`config.mk`:
```
export PLATFORM = sky130hd
export DESIGN_NAME = seq_muldiv_unit
export DESIGN_NICKNAME = d
export VERILOG_FILES = /design/src/rtl/seq_muldiv_unit.sv
export SDC_FILE = /design/constraint.sdc
export NUM_CORES = 1
export LEC_CHECK = 0
export ABC_AREA = 1
export CORE_UTILIZATION = 60
export CTS_BUF_LIST = sky130_fd_sc_hd__clkbuf_16
export CTS_CLUSTER_DIAMETER = 50
export DETAILED_ROUTE_END_ITERATION = 10
export GPL_ROUTABILITY_DRIVEN = 0
export PLACE_DENSITY_LB_ADDON = 0.15
export SYNTH_ARGS = -nofsm -noshare
export SYNTH_HDL_FRONTEND = slang
export SYNTH_SLANG_ARGS = --single-unit
```
`constraint.sdc`:
```
create_clock -name clk -period 10.1 [get_ports clk]
set_input_delay 3.03 -clock clk [delete_from_list [all_inputs] [get_ports clk]]
set_output_delay 3.03 -clock clk [all_outputs]
set_load 0.05 [all_outputs]
```
`src/rtl/seq_muldiv_unit.sv`:
```
// Sequential unsigned 16-bit MUL/DIV/REM feeding the register-file write port; MULDIV_DIV_EN enables the divider.
// Latency: FIN (done/wr) 16 edges after the start edge; divide-by-zero and disabled-divider ops after 1 edge.
// Backpressure: none; start is accepted only while idle, and requests made while busy are dropped.
`timescale 1ns/1ps
module seq_muldiv_unit #(
   parameter int WIDTH = 16
) (
   input  logic             clk,
   input  logic             reset,
   input  logic             start,
   input  logic [1:0]       op,
   input  logic [WIDTH-1:0] a,
   input  logic [WIDTH-1:0] b,
   input  logic [2:0]       dst,
   output logic             busy,
   output logic             done,
   output logic             divz,
   output logic [WIDTH-1:0] d,
   output logic [2:0]       da,
   output logic             wr
);
   localparam int CW = $clog2(WIDTH) + 1;

   typedef enum logic [1:0] {IDLE, RUN, FIN} state_t;

   state_t             state, state_nxt;
   logic [CW-1:0]      cnt;
   logic [1:0]         op_q;
   logic [2:0]         dst_q;
   logic               skip_q;
   logic [2*WIDTH-1:0] a_sh;   // MUL: shifted multiplicand; DIV: {remainder, dividend/quotient}
   logic [2*WIDTH-1:0] prod;
   logic [WIDTH-1:0]   b_sh;
   logic [WIDTH-1:0]   d_hold;
   logic [2:0]         da_hold;
   logic [WIDTH-1:0]   result;
   logic               skip_run, wr_en, last_iter;

   assign last_iter = (cnt == CW'(WIDTH - 1));

`ifdef MULDIV_DIV_EN
   logic               divz_q;
   logic [WIDTH:0]     partial, diff;
   logic [2*WIDTH-1:0] div_nxt;

   always_comb begin
      partial = {a_sh[2*WIDTH-1:WIDTH], a_sh[WIDTH-1]};
      diff    = partial - {1'b0, b_sh};
      if (!diff[WIDTH]) div_nxt = {diff[WIDTH-1:0], a_sh[WIDTH-2:0], 1'b1};
      else              div_nxt = {partial[WIDTH-1:0], a_sh[WIDTH-2:0], 1'b0};
   end

   assign skip_run = op[1] && (b == '0);
   assign wr_en    = 1'b1;
`else
   assign skip_run = op[1];
   assign wr_en    = !op_q[1];
`endif

   always_ff @(posedge clk or posedge reset) begin
      if (reset) state <= IDLE;
      else       state <= state_nxt;
   end

   // Skipped ops still spend one RUN cycle so FIN always lands one edge after the request edge.
   always_comb begin
      state_nxt = state;
      case (state)
         IDLE:    if (start) state_nxt = RUN;
         RUN:     if (skip_q || last_iter) state_nxt = FIN;
         FIN:     state_nxt = IDLE;
         default: state_nxt = IDLE;
      endcase
   end

   always_ff @(posedge clk or posedge reset) begin
      if (reset) begin
         cnt     <= '0;
         op_q    <= '0;
         dst_q   <= '0;
         skip_q  <= 1'b0;
         a_sh    <= '0;
         prod    <= '0;
         b_sh    <= '0;
         d_hold  <= '0;
         da_hold <= '0;
`ifdef MULDIV_DIV_EN
         divz_q  <= 1'b0;
`endif
      end else begin
         case (state)
            IDLE: if (start) begin
               op_q   <= op;
               dst_q  <= dst;
               skip_q <= skip_run;
               cnt    <= '0;
               a_sh   <= {{WIDTH{1'b0}}, a};
               b_sh   <= b;
               prod   <= '0;
`ifdef MULDIV_DIV_EN
               divz_q <= op[1] && (b == '0);
`endif
            end
            RUN: if (!skip_q) begin
               cnt <= last_iter ? '0 : cnt + 1'b1;
               if (!op_q[1]) begin
                  if (b_sh[0]) prod <= prod + a_sh;
                  a_sh <= a_sh << 1;
                  b_sh <= b_sh >> 1;
               end
`ifdef MULDIV_DIV_EN
               else begin
                  a_sh <= div_nxt;
               end
`endif
            end
            FIN: if (wr_en) begin
               d_hold  <= result;
               da_hold <= dst_q;
            end
            default: ;
         endcase
      end
   end

   always_comb begin
      result = d_hold;
      case (op_q)
         2'b00: result = prod[WIDTH-1:0];
         2'b01: result = prod[2*WIDTH-1:WIDTH];
`ifdef MULDIV_DIV_EN
         2'b10: result = divz_q ? {WIDTH{1'b1}} : a_sh[WIDTH-1:0];
         2'b11: result = divz_q ? a_sh[WIDTH-1:0] : a_sh[2*WIDTH-1:WIDTH];
`endif
         default: ;
      endcase
   end

   always_comb begin
      busy = (state != IDLE);
      done = (state == FIN);
      wr   = done && wr_en;
`ifdef MULDIV_DIV_EN
      divz = done && divz_q;
`else
      divz = 1'b0;
`endif
      d    = wr ? result : d_hold;
      da   = wr ? dst_q  : da_hold;
   end
endmodule
```
==> results of run 1 <==
==> cells by family after synthesis <==
family                   count (synthesis)  synth area share
AO/OA/AOI/OAI                          176             0.152
XOR/XNOR                                 3           0.00374
adder cells (fa/ha/maj)                 33            0.0598
buffers and inverters                  220             0.125
flip-flops                             111             0.395
other                                    1          0.000534
AND/OR/NAND/NOR                        458             0.264
==> layout by cell type (no fill, tap or decap), drive strengths merged <==
master	count
a21boi	1
a21o	1
a21oi	45
a22oi	1
a2bb2oi	16
a32o	2
and2	1
and3	1
buf	3
clkbuf	9
clkdlybuf4s50	61
clkinv	3
conb	1
dfrtp	111
fa	1
ha	32
inv	195
nand2	351
nand3	46
nand4	3
nor2	52
nor3	4
o211ai	29
o21ai	58
o21bai	3
o22ai	19
o31ai	1
xnor2	1
xor2	2
==> area by class of cell <==
cell class                      instances  area, sq um  share of cell area
Tap cell                              143          179              0.0224
Clock inverter                          7         63.8             0.00800
Multi-Input combinational cell        671         3370               0.423
Clock buffer                            9          225              0.0282
Inverter                              191          719              0.0902
Sequential cell                       111         2780               0.348
Timing Repair Buffer                   64          633              0.0794
==> registers in the layout, indices dropped and copies added (netlist names) <==
signal   count
prod        32
skip_q       1
d_hold      16
dst_q        3
cnt          5
b_sh        16
op_q         1
a_sh        32
state        2
da_hold      3
==> worst max-delay path, cell delays in order (launching register included) <==
cell and delay, ns:
dfrtp_1 0.33, clkinv_1 0.42, nor2_2 0.68, nand2_1 0.11
a2bb2oi_1 0.29, clkdlybuf4s50_1 0.85
==> power by group <==
group	internal (mW)	total, mW	switching, mW
Combinational	0.414	1.32	0.907
Sequential	0.615	0.739	0.124
Clock	0.173	0.353	0.180
==> layer usage <==
layer | track usage | up-vias | part of all wire
met5 | 0 | - | 0
met4 | 0.126 | 0 | 0.031
met3 | 0.0805 | 38 | 0.081
met2 | 0.498 | 220 | 0.43
met1 | 0.445 | 2968 | 0.45
li1 | - | 3259 | -
==> path summary, 6_finish.rpt <==
kind                                      start              endpoint  slack, ns  cells after the start
min reg2reg                  cnt[0]$_DFFE_PP0P_    cnt[0]$_DFFE_PP0P_       0.51                      1
min                          cnt[0]$_DFFE_PP0P_    cnt[0]$_DFFE_PP0P_       0.51                      1
min in group asynchronous                 reset  a_sh[23]$_DFFE_PP0P_       3.09                      2
max reg2reg                state[1]$_DFFE_PP0P_   prod[2]$_DFFE_PP0P_       7.80                      8
max                         op_q[0]$_DFFE_PP0P_                  d[4]       4.02                      5
max in group asynchronous                 reset   prod[3]$_DFFE_PP0P_       5.75                      3
==> per-stage QoR <==
stage / instances / hold WS (ns) / setup slack, ns / cell area (sq um) / util
after floorplan: 1002 / 0.467 / 4.14 / 7030 / -
after global placement: 1180 / 0.481 / 4.52 / 7680 / 0.673
after detailed placement: 1180 / 0.488 / 4.44 / 7680 / 0.673
after CTS: 1196 / 0.506 / 4.05 / 7970 / 0.698
after global routing: 1196 / 0.536 / 3.82 / 7970 / 0.698
final: 1196 / 0.507 / 4.02 / 7970 / 0.698
==> impl_metrics.json, run 1 <==
{
  "maxSlewViolCount": 0,
  "dp_hpwl_mm": 13.6,
  "async_reset_ff_frac": 1.00,
  "ant_nets": 0,
  "synth_top_area_share": 0.395,
  "finalHoldViolations": 0,
  "fmax_mhz": 164,
  "ys_ff_latch": 111,
  "drv_cap": 0,
  "synth_ff_type": "dfrtp_1",
  "antenna_found_initial": 0,
  "syn_area_sq_um": 7030,
  "synth_area_leaders": "dfrtp_1 (40%), nand2_1 (18%), inv_1 (9.8%), ha_1 (5.7%), o21ai_0 (3.8%)",
  "vdd_ir_drop_max_mv": 0.357,
  "grt_max_degree": 80,
  "drc_errors": 0,
  "synth_edf_count": 0,
  "setup_violations": 0,
  "dieArea_sq_um": 12200,
  "initial_core_util": 0.615,
  "yosys-top-cells-count": "nand2_1 (344), inv_1 (183), dfrtp_1 (111), o21ai_0 (53)",
  "worst_pin_slew_ns": 0.950,
  "cts-resized-gates": 0,
  "fin_crit_sh": 0.602,
  "wl_per_cell_um": 15.2,
  "grt_pass1_wl_mm": 29.5,
  "grtUsageTotal": 0.325,
  "die_h_um": 110,
  "worst-endpoint-arrival_ns": 3.05,
  "synthMostInstantiatedCell": "nand2_1",
  "clock_sinks": 111,
  "crit_path_start_kind": "register",
  "die_width_um": 110,
  "dr.pass1.iters": 5,
  "post_cts_buffers": 0,
  "crit_required_ns": 7.07,
  "total_power_mw": 2.41,
  "drt_iter0_markers": 594,
  "powerDensity_nw_per_um2": 303,
  "synthCells": 1002,
  "grt_overflow_total": 0,
  "syn_avg_cell_area_sq_um": 7.01,
  "rows": 39,
  "port_buffers": 61,
  "cts_hold_buf": 0,
  "clk_pin_slew_ns": 0.08,
  "worstSetupPathType": "reg -> out",
  "fp.coreArea_sq_um": 11400,
  "syn_to_final_growth_pct": 13.4,
  "yosys_warnings": 0,
  "insertion_delay_ns": 0.36,
  "cts_buffers": 9,
  "crit_path_end_kind": "output port",
  "totalWireLength_mm": 18.2,
  "n_antenna_cell": 0,
  "fin_nets": 1121,
  "grt_pass1_vias": 5914,
  "skew_ns": 0.0102,
  "yosysSeqAreaShare": 0.395,
  "num_vias": 6485,
  "clockBufferDepth": 2,
  "synth_cell_types": 37,
  "drive_above_1_share": 0.0427,
  "relSlewSlack": 0.366,
  "finalSetupTns_ns": 0,
  "ioPinCount": 63,
  "htree_levels": 3,
  "rsz0062_at_grt": "false",
  "p_leak_nw": 4.30,
  "fill_cells": 967,
  "hold_class": "reg -> reg",
  "path_max_fanout": 18,
  "synth_nets": 1075,
  "root_buffer": "clkbuf_16",
  "cts_tree": "yes",
  "routed_via_density": 5.42,
  "yosys.area.top_type": "dfrtp_1",
  "status": "finished clean",
  "layout_min_cycle_time_ns": 6.08
}
No activity file was read; power rests on OpenSTA's default activity.
==> inputs of run 2 (changes only) <==
--- a/config.mk
+++ b/config.mk
@@ -6,7 +6,7 @@
 export NUM_CORES = 1
 export LEC_CHECK = 0
 export ABC_AREA = 1
-export CORE_UTILIZATION = 60
+export CORE_UTILIZATION = 53
 export CTS_BUF_LIST = sky130_fd_sc_hd__clkbuf_16
 export CTS_CLUSTER_DIAMETER = 50
 export DETAILED_ROUTE_END_ITERATION = 10
==> constraint.sdc (replaced) <==
create_clock -name clk -period 5.14 [get_ports clk]
set_input_delay 1.542 -clock clk [delete_from_list [all_inputs] [get_ports clk]]
set_output_delay 1.542 -clock clk [all_outputs]
set_load 0.05 [all_outputs]
==> run 2 against run 1 <==
Net effect:
- critical path depth unchanged
- clock skew about the same
- non-clock buffer count up 1
- die area up 13%
- clock power up 110%
- sequential share of layout area down 0.33 points
- sequential power up 95%
- largest cell class unchanged
==> impl_metrics.json, run 2 (synthesized netlist as in run 1, its figures left out) <==
{
  "relSlewSlack": 0.267,
  "powerDensity_nw_per_um2": 595,
  "r2r_cells": 8,
  "skew_ns": 0.0104,
  "cts-resized-gates": 0,
  "grt_pass1_vias": 6047,
  "reg2reg_from": "state[0]$_DFFE_PP0P_",
  "holdPathEnd": "da_hold[0]$_DFFE_PP0P_",
  "die_width_um": 117,
  "n_antenna_cell": 0,
  "path_delay_family": "buffers and inverters",
  "p_leak_nw": 4.32,
  "crit_path_start_kind": "register",
  "worstHoldStart": "da_hold[0]$_DFFE_PP0P_",
  "hold_class": "reg -> reg",
  "post_dp_cell_area_sq_um": 7740,
  "syn_to_final_growth_pct": 14.5,
  "dr.pass1.iters": 5,
  "rows": 41,
  "hold_depth": 2,
  "die_h_um": 117,
  "ant_nets": 0,
  "crit_path_end_kind": "output port",
  "final_cell_area_sq_um": 8050,
  "reg.largest.list": "a_sh x32, prod x32",
  "final_cell_mix": "nand2_1 (344), inv_1 (182), dfrtp_1 (111)",
  "root_buffer": "clkbuf_16",
  "setup_violations": 0,
  "fmax_mhz": 215,
  "path_max_fanout": 18,
  "vdd_ir_drop_max_mv": 0.535,
  "antenna_found_initial": 0,
  "fin_crit_sh": 0.903,
  "grtUsageTotal": 0.294,
  "maxSlewViolCount": 0,
  "final_common_cell": "nand2_1",
  "finalHoldViolations": 0,
  "post_cts_buffers": 0,
  "clockBufferDepth": 2,
  "worstSetupPathType": "reg -> out",
  "max_stage_delay_ns": 0.85,
  "wl_per_cell_um": 15.1,
  "crit_required_ns": 3.60,
  "grt_pass1_wl_mm": 30.0,
  "port_buffers": 61,
  "worst-endpoint-arrival_ns": 3.10,
  "status": "finished clean",
  "fp.coreArea_sq_um": 12800,
  "fin_util": 0.630,
  "cts_tree": "yes",
  "rr_endpoint": "prod[25]$_DFFE_PP0P_",
  "routed_via_density": 5.27,
  "rsz0062_at_grt": "false",
  "fill_cells": 1165,
  "htree_levels": 3,
  "initial_core_util": 0.550,
  "rrSetupSlack_ns": 2.44,
  "drt_iter0_markers": 482,
  "ioPinCount": 63,
  "clk_pin_slew_ns": 0.08,
  "cts_hold_buf": 0,
  "insertion_delay_ns": 0.36,
  "dieArea_sq_um": 13700,
  "totalWireLength_mm": 18.5,
  "dp_hpwl_mm": 14.1,
  "layout_min_cycle_time_ns": 4.64,
  "grt_max_degree": 70,
  "total_power_mw": 4.79,
  "cts_buffers": 9,
  "clock_sinks": 111,
  "crit_chain": "clkinv_1 -> nor2_2 -> nand2_1 -> a2bb2oi_1 -> clkdlybuf4s50_1",
  "drv_cap": 0,
  "drive_above_1_share": 0.0436,
  "drc_errors": 0,
  "grt_overflow_total": 0,
  "multiInputGateArea_sq_um": 3370,
  "critPathBufInv": 2,
  "num_vias": 6462,
  "fin_nets": 1122,
  "regArea_sq_um": 2780,
  "finalSetupTns_ns": 0,
  "slowest_stage": "clkdlybuf4s50_1",
  "worst_pin_slew_ns": 1.10
}
run 2: final cells by class:
cell class | instances | share of cell area
multi-input combinational | 671 | 0.419
timing repair buffer | 65 | 0.0811
sequential | 111 | 0.345
inverter | 191 | 0.0894
clock inverter | 7 | 0.0104
tap | 172 | 0.0267
clock buffer | 9 | 0.0280
run 2: layer usage:
| layer | part of all wire | track usage |
|---|---|---|
| met4 | 0.026 | 0.106 |
| met2 | 0.44 | 0.460 |
| met1 | 0.47 | 0.412 |
| met5 | 0 | 0 |
| met3 | 0.059 | 0.0489 |
run 2: per-stage QoR:
stage          setup WS, ns  hold slack (ns)  instances
6_report              0.497            0.493       1226
5_1_grt               0.335            0.505       1226
4_1_cts               0.508            0.501       1226
3_5_place_dp          0.908            0.483       1210
3_3_place_gp           1.06            0.479       1210
2_1_floorplan         0.667            0.467       1002
run 2: worst max-delay path by stage:
stage	startpoint	endpoint	slack, ns	cells after the start
finish	op_q[0]$_DFFE_PP0P_	d[0]	0.50	5
global route	op_q[0]$_DFFE_PP0P_	d[10]	0.34	5
CTS	op_q[0]$_DFFE_PP0P_	d[0]	0.51	5
detailed placement	op_q[0]$_DFFE_PP0P_	d[0]	0.91	5
global placement	op_q[0]$_DFFE_PP0P_	d[10]	1.06	5
floorplan	reset	a_sh[0]$_DFFE_PP0P_	0.67	1
run 2: worst register-to-register path, cell delays in order, from the launching register on:
cell	delay [ns]
dfrtp_1	0.40
nand2_2	0.15
nor2_4	0.06
nand2_1	0.40
inv_2	0.36
nor2_2	0.75
buf_4	0.36
nand2_1	0.08
nand2_1	0.08
run 2: where the power goes:
part	switching [mW]	internal, mW
registers	0.235	1.21
logic	1.79	0.824
clock network	0.346	0.385
==> inputs of run 3 (changes only) <==
--- a/config.mk
+++ b/config.mk
@@ -5,8 +5,7 @@
 export SDC_FILE = /design/constraint.sdc
 export NUM_CORES = 1
 export LEC_CHECK = 0
-export ABC_AREA = 1
-export CORE_UTILIZATION = 53
+export CORE_UTILIZATION = 52
 export CTS_BUF_LIST = sky130_fd_sc_hd__clkbuf_16
 export CTS_CLUSTER_DIAMETER = 50
 export DETAILED_ROUTE_END_ITERATION = 10
==> run 3 against run 2 <==
Net effect:
- sequential power barely moved
- design area fell by 12%
- routed wire length fell by 25%
- sequential share of layout area rose by 4.9 points
- flip-flop and latch count did not move
- combinational power fell by 7%
- largest power group unchanged
- critical path type unchanged
- utilization rose by 0.65 points
- critical path depth fell by 2
- global-route usage fell by 4.2 points
- clock skew barely moved
- largest cell class unchanged
- fmax rose by 11%
==> impl_metrics.json, run 3 <==
{
  "ys_ff_latch": 111,
  "maxSlewViolCount": 0,
  "cp.depth": 3,
  "rows": 38,
  "yosysSeqAreaShare": 0.461,
  "htree_levels": 3,
  "grt_pass1_wl_mm": 23.1,
  "syn_avg_cell_area_sq_um": 9.19,
  "antenna_found_initial": 0,
  "skew_ns": 0.0102,
  "worst_pin_slew_ns": 0.993,
  "vdd_ir_drop_max_mv": 0.567,
  "rsz0062_at_grt": "false",
  "powerDensity_nw_per_um2": 648,
  "clockBufferDepth": 2,
  "num_vias": 4880,
  "port_buffers": 61,
  "drt_iter0_markers": 280,
  "clk_pin_slew_ns": 0.07,
  "post_dp_cell_area_sq_um": 6760,
  "synth_top_area_share": 0.461,
  "ioPinCount": 63,
  "finalHoldViolations": 0,
  "drv_cap": 0,
  "status": "finished clean",
  "path_delay_family": "flip-flops",
  "rrSetupSlack_ns": 2.28,
  "final_cell_area_sq_um": 7050,
  "crit_required_ns": 3.60,
  "yosys.area.top_type": "dfrtp_1",
  "holdWs_ns": 0.485,
  "grt_overflow_total": 0,
  "relSlewSlack": 0.338,
  "grt_pass1_vias": 4648,
  "insertion_delay_ns": 0.36,
  "ant_nets": 0,
  "dr.pass1.iters": 4,
  "cts_hold_buf": 0,
  "synthMostInstantiatedCell": "dfrtp_1",
  "crit_path_end_kind": "output port",
  "max_stage_delay_ns": 1.00,
  "setup_violations": 0,
  "root_buffer": "clkbuf_16",
  "p_leak_nw": 3.23,
  "synth_ff_type": "dfrtp_1",
  "worstSetupPathType": "reg -> out",
  "crit_path_start_kind": "register",
  "synth_nets": 728,
  "final_cell_mix": "dfrtp_1 (111), nand2_1 (108), nor2_1 (63)",
  "cts-resized-gates": 0,
  "fin_crit_sh": 0.813,
  "cts_tree": "yes",
  "synth_cell_types": 53,
  "totalWireLength_mm": 13.9,
  "die_width_um": 110,
  "final_common_cell": "dfrtp_1",
  "fp.coreArea_sq_um": 11100,
  "fmax_mhz": 239,
  "slowest_stage": "dfrtp_1",
  "critPathBufInv": 1,
  "n_antenna_cell": 0,
  "syn_to_final_growth_pct": 17.1,
  "async_reset_ff_frac": 1.00,
  "hold_depth": 2,
  "grt_max_degree": 62,
  "layout_min_cycle_time_ns": 4.18,
  "r2r_cells": 11,
  "drive_above_1_share": 0.0568,
  "drc_errors": 0,
  "fin_nets": 772,
  "syn_area_sq_um": 6020,
  "synth_edf_count": 0,
  "wl_per_cell_um": 16.4,
  "clock_sinks": 111,
  "dieArea_sq_um": 12000,
  "initial_core_util": 0.544,
  "reg.largest.list": "a_sh x32, prod x32",
  "crit_chain": "mux2i_1 -> a21oi_1 -> clkdlybuf4s50_1",
  "path_max_fanout": 17,
  "worst-endpoint-arrival_ns": 2.64,
  "yosys-top-cells-count": "dfrtp_1 (111), nand2_1 (108), nor2_1 (63), a21oi_1 (42), nand3_1 (33)",
  "routed_via_density": 5.78,
  "yosys_warnings": 0,
  "hold_class": "reg -> reg",
  "cts_buffers": 9,
  "post_cts_buffers": 0,
  "finalSetupTns_ns": 0,
  "synth_area_leaders": "dfrtp_1 (46%), nand2_1 (6.7%), ha_1 (6.6%), nor2_1 (3.9%), a21oi_1 (3.5%)",
  "die_h_um": 110,
  "synthCells": 655,
  "dp_hpwl_mm": 9.73,
  "grtUsageTotal": 0.252
}
[run 3: final cells by class]
type	count	area, sq um
Fill cell	937	4030
Clock inverter	7	65.1
Timing Repair Buffer	70	691
Sequential cell	111	2780
Multi-Input combinational cell	499	3090
Clock buffer	9	225
Inverter	8	32.5
Tap cell	140	175
[run 3: final timing paths]
kind,start,endpoint
worst max register to register,a_sh[0]$_DFFE_PP0P_,prod[24]$_DFFE_PP0P_
worst max-delay path,op_q[0]$_DFFE_PP0P_,d[3]
worst min-delay path,dst_q[0]$_DFFE_PP0P_,dst_q[0]$_DFFE_PP0P_
worst min register to register,dst_q[0]$_DFFE_PP0P_,dst_q[0]$_DFFE_PP0P_
min in group asynchronous,reset,cnt[3]$_DFFE_PP0P_
max in group asynchronous,reset,prod[10]$_DFFE_PP0P_
[run 3: stage by stage]
step / worst slack (ns) / std cells / total power, mW / utilization
after floorplan: 0.667 / 655 / 3.22 / -
final: 0.960 / 844 / 4.57 / 0.637
after global routing: 0.814 / 844 / 4.90 / 0.637
after global placement: 1.42 / 828 / 3.81 / 0.610
after CTS: 0.958 / 844 / 4.58 / 0.637
after detailed placement: 1.38 / 828 / 3.88 / 0.610
[run 3: kinds of logic after synthesis]
group	Yosys count	share of synthesized area
buffers and inverters	45	0.0289
adders and majority gates	33	0.0698
DFF	111	0.461
muxes	21	0.0355
xor gates and xnor gates	26	0.0378
AOI/OAI and AO/OA	183	0.196
other	1	0.000623
and+or+nand+nor	235	0.170
[run 3: power by group]
part / switching, mW / internal, mW / total (mW)
Combinational: 1.53 / 0.909 / 2.44
Clock: 0.321 / 0.374 / 0.695
Sequential: 0.246 / 1.19 / 1.43
[run 3: tightest hold or removal path, stage by stage, from the launching register on]
cell and delay (ns):
dfrtp_1 0.35, nand2_1 0.05, nand2_1 0.06
[run 3: metal layers]
layer / vias up / share of wire / global-route usage
met5: - / 0 / 0
met4: 0 / 0.020 / 0.0781
met3: 16 / 0.042 / 0.0664
met2: 92 / 0.46 / 0.409
met1: 2367 / 0.48 / 0.330
li1: 2405 / - / -
